===== src/rtl/six_bit_equal_pkg.sv =====
// -----------------------------------------------------------------------------
// six_bit_equal_pkg
//   Shared definitions for the six-bit equality comparator.
//   CMP_WIDTH  : operand width, fixed at 6
//   operand_t  : packed operand type; bit 5 is the MSB
// -----------------------------------------------------------------------------
package six_bit_equal_pkg;

  localparam int unsigned CMP_WIDTH = 6;

  typedef logic [CMP_WIDTH-1:0] operand_t;

endpackage : six_bit_equal_pkg


===== src/rtl/one_bit_equal.sv =====
// -----------------------------------------------------------------------------
// one_bit_equal
//   Single-bit comparator cell.
//   a, b : input bits
//   eq   : 1 when a == b (XNOR)
//   ne   : 1 when a != b (XOR)
// -----------------------------------------------------------------------------
module one_bit_equal (
  input  logic a,
  input  logic b,
  output logic eq,
  output logic ne
);

  assign ne = a ^ b;
  assign eq = ~ne;

endmodule : one_bit_equal


===== src/rtl/six_bit_equal.sv =====
// -----------------------------------------------------------------------------
// six_bit_equal
//   Compares two 6-bit operands supplied as individual bit ports.
//   clk        : rising-edge clock, used by the registered outputs only
//   rst        : asynchronous active-high reset of the registered outputs
//   a5..a0     : operand A, a5 = MSB
//   b5..b0     : operand B, b5 = MSB
//   equal      : combinational, 1 when A == B
//   diff       : combinational per-bit mismatch, diff[i] = a_i ^ b_i
//   equal_q    : equal sampled on the rising clock edge
//   match_rise : one-cycle registered pulse when equal goes 0 -> 1
// -----------------------------------------------------------------------------
module six_bit_equal
  import six_bit_equal_pkg::*;
(
  input  logic       clk,
  input  logic       rst,
  input  logic       a5,
  input  logic       a4,
  input  logic       a3,
  input  logic       a2,
  input  logic       a1,
  input  logic       a0,
  input  logic       b5,
  input  logic       b4,
  input  logic       b3,
  input  logic       b2,
  input  logic       b1,
  input  logic       b0,
  output logic       equal,
  output logic [5:0] diff,
  output logic       equal_q,
  output logic       match_rise
);

  operand_t a_vec;
  operand_t b_vec;
  operand_t eq_vec;
  operand_t ne_vec;

  assign a_vec = {a5, a4, a3, a2, a1, a0};
  assign b_vec = {b5, b4, b3, b2, b1, b0};

  for (genvar i = 0; i < CMP_WIDTH; i++) begin : g_bit
    one_bit_equal u_bit (
      .a  (a_vec[i]),
      .b  (b_vec[i]),
      .eq (eq_vec[i]),
      .ne (ne_vec[i])
    );
  end

  assign equal = &eq_vec;
  assign diff  = ne_vec;

  logic equal_reg_q, equal_reg_d;
  logic prev_q,      prev_d;
  logic rise_q,      rise_d;

  // prev_q remembers the last sampled equal so a 0 -> 1 edge can be detected;
  // it clears on reset, so a match present at release counts as a rising edge.
  always_comb begin
    equal_reg_d = equal;
    prev_d      = equal;
    rise_d      = equal & ~prev_q;
  end

  // NOTE: the reset branch is in the sensitivity list so the registered
  // outputs clear the moment rst rises, without waiting for a clock edge;
  // all state uses non-blocking assignments so every register samples the
  // pre-edge values of the others.
  always_ff @(posedge clk or posedge rst) begin
    if (rst) begin
      equal_reg_q <= 1'b0;
      prev_q      <= 1'b0;
      rise_q      <= 1'b0;
    end else begin
      equal_reg_q <= equal_reg_d;
      prev_q      <= prev_d;
      rise_q      <= rise_d;
    end
  end

  assign equal_q    = equal_reg_q;
  assign match_rise = rise_q;

endmodule : six_bit_equal


===== config.mk =====
export PLATFORM = sky130hd
export DESIGN_NAME = six_bit_equal
export DESIGN_NICKNAME = d
export VERILOG_FILES = /design/src/rtl/six_bit_equal_pkg.sv /design/src/rtl/one_bit_equal.sv /design/src/rtl/six_bit_equal.sv
export SDC_FILE = /design/constraint.sdc
export NUM_CORES = 1
export LEC_CHECK = 0
export CAP_MARGIN = 10
export CORE_AREA = 3 3 40 42
export CTS_CLUSTER_DIAMETER = 30
export DETAILED_ROUTE_END_ITERATION = 6
export DIE_AREA = 0 0 43 45
export GPL_TIMING_DRIVEN = 1
export PLACE_DENSITY = 0.58
export SYNTH_ARGS = -nofsm -noshare
export SYNTH_HDL_FRONTEND = slang
export SYNTH_HIERARCHICAL = 1
export SYNTH_SLANG_ARGS = --single-unit

===== constraint.sdc =====
create_clock -name clk -period 0.8 [get_ports clk]
set_clock_uncertainty 0.15 [all_clocks]
set_input_delay 0.12 -clock clk [delete_from_list [all_inputs] [get_ports clk]]
set_output_delay 0.12 -clock clk [all_outputs]
set_load 0.02 [all_outputs]

==> flow_metrics.tcl <==
set metrics [dict create \
    clock.fmax_ghz 0.932 \
    io_pins 23 \
    worst_pin_slew_ps 168 \
    routed_wl_um 762 \
    die_w_um 43 \
    synth-seq-cells 2 \
    coreArea_mm2 0.00128 \
    outcome "finished with violations" \
    route.detailed.drc 0 \
    relSlewSlack_pct 88.8 \
    drt_first_pass_iters 1 \
    p_per_area_mw_per_mm2 1070 \
    fp.dieArea_mm2 0.00194 \
    yosys_warnings 6 \
    grt_max_degree 3 \
    synth_cells 19 \
    critPathKind "primary input to primary output" \
    grt_usage_pct 8.19 \
    worst_slack_ps -273 \
    period_minus_slack_ps 1070 \
    period_share_pct 134 \
    ant_nets 0 \
    crit_fanout 2 \
    p_leak_nw 0.343 \
    ir_worst_vdd_mv 0.430 \
    area_growth_pct 286 \
    initialDrtViolationCount 0 \
    via_per_inst 3.76 \
    nFillCells 121 \
    rsz0062_at_grt "true" \
    clock_sinks 2 \
    rows 13 \
    violations "negative hold slack, negative setup slack" \
    worstHoldPathType "primary input to asynchronous set/reset pin" \
    finalInstanceArea_um2 704 \
    hold_viol_final 2 \
    seq_area_frac_synth_pct 27.4 \
    clock_latency_ps 230 \
    crit_path_end_kind "primary output" \
    cts_tree "built" \
    cap_violations 0 \
    setup_violations 10 \
    syn_area_per_cell_um2 9.61 \
    arrival_ps 800 \
    cts_buffers 3 \
    synthesis.area_um2 183 \
    grt_first_pass_wirelength_mm 1.09 \
    slew_viol_final 0 \
    startpoint "a0" \
    cts.clk_slew.worst_paths_ps 40 \
    port_buffers 22 \
    cts_root_buf "clkbuf_4" \
    dp_hpwl_um 454 \
    dieHeight_um 45 \
    start_util_pct 14.2 \
    timing.hold.ws_ps -105 \
    detail_route.wl_per_cell_um 10.3 \
    h-tree-depth 1 \
    antenna_found_initial 0 \
    fin_nets 74 \
    dr_total_vias 278 \
    utilization_pct 54.8 \
    worstPathRequired_ps 530 \
    synth_cell_types 8 \
    gr-total-overflow 0 \
    grt_pass1_vias 273 \
    placed_area_um2 551 \
    final_layout_size_suffix_gt1_share_pct 84.7 \
    startpoint_type "primary input" \
    clockBufferDepth 2 \
    r2r-start "prev_q" \
    synth_nets 33 \
    finalWeightedCongestion 0.646 \
    antenna_cells 0 \
]
[state kept, by name, summed over array words and instances (netlist names)]
| register | count |
|---|---|
| prev_q | 1 |
| match_rise | 1 |
[cell families after synthesis]
| group | after synthesis | synth area share (%) |
|---|---|---|
| XOR/XNOR | 12 | 57.5 |
| AND/OR/NAND/NOR | 4 | 13.0 |
| flip-flops | 2 | 27.4 |
| buffers and inverters | 1 | 2.05 |
[layout by cell type, fill, tap and decap left out, types with 2 or more instances in the layout]
cell type | synthesis | layout
xor2_2 | 0 | 2
clkbuf_4 | 0 | 3
xor2_1 | 6 | 4
xnor2_2 | 0 | 6
buf_8 | 0 | 9
buf_6 | 0 | 18
buf_4 | 0 | 7
[power breakdown]
part / leakage, nW / switching [mW] / internal [mW] / total [mW]
clock network: 0.0150 / 0.0643 / 0.186 / 0.250
logic: 0.302 / 0.148 / 0.247 / 0.396
registers: 0.0262 / 0.00121 / 0.104 / 0.105
[path summary, 6_finish.rpt]
path	depth (start not counted)	slack, ps	endpoint
setup / recovery	5	-270	equal
hold / removal	2	-100	prev_q
setup reg to reg	2	-80	match_rise
hold reg to reg	2	380	match_rise
max in group asynchronous	2	490	prev_q
min in group clk	4	50	prev_q
[metrics by stage]
step           total power [mW]  setup TNS, ps  cells  setup slack (ps)
2_1_floorplan             0.222           -160     19             -80.3
3_3_place_gp              0.427          -8990     69             -1150
3_5_place_dp              0.426          -8980     69             -1160
4_1_cts                   0.734          -1350     74              -284
5_1_grt                   0.795          -1650     74              -338
6_report                  0.751          -1290     74              -273
[synth_stat cells]
| library cell | instances | area share (%) |
|---|---|---|
| nand2_1 | 1 | 2.1 |
| inv_1 | 1 | 2.1 |
| dfrtp_1 | 2 | 27 |
| xnor2_1 | 6 | 29 |
| nor2_1 | 1 | 2.1 |
| nor3_2 | 1 | 5.5 |
| nand4_1 | 1 | 3.4 |
| xor2_1 | 6 | 29 |
[critical path, cell delays in order]
cell,delay [ps]
buf_8,100
xnor2_2,140
nand4_1,170
nor2_4,140
buf_6,130
[layout make-up]
type | count | area, um2 | share of cell area [%]
timing repair buffer | 36 | 405 | 57.5
multi-input combinational | 16 | 199 | 28.2
sequential | 2 | 51.3 | 7.28
clock buffer | 4 | 26.3 | 3.73
tap | 15 | 18.8 | 2.66
inverter | 1 | 3.75 | 0.533
[timing repair]
item | 4_1_cts | 5_1_grt
endpoints found under the setup margin | 11 | 10
hold endpoints to repair | 2 | 2
setup buffers | 2 | 1
gates resized for setup | 126 | 10
pin swaps | 15 | 7
[per-layer routing]
metal | up-vias | track usage, % | routed length [um]
met5 | - | 0 | 0
met4 | 0 | 5.42 | 0
met3 | 0 | 2.79 | 99
met2 | 19 | 15.9 | 445
met1 | 123 | 7.06 | 217
li1 | 136 | - | -
Note: power is estimated with default switching activity, not from simulation.
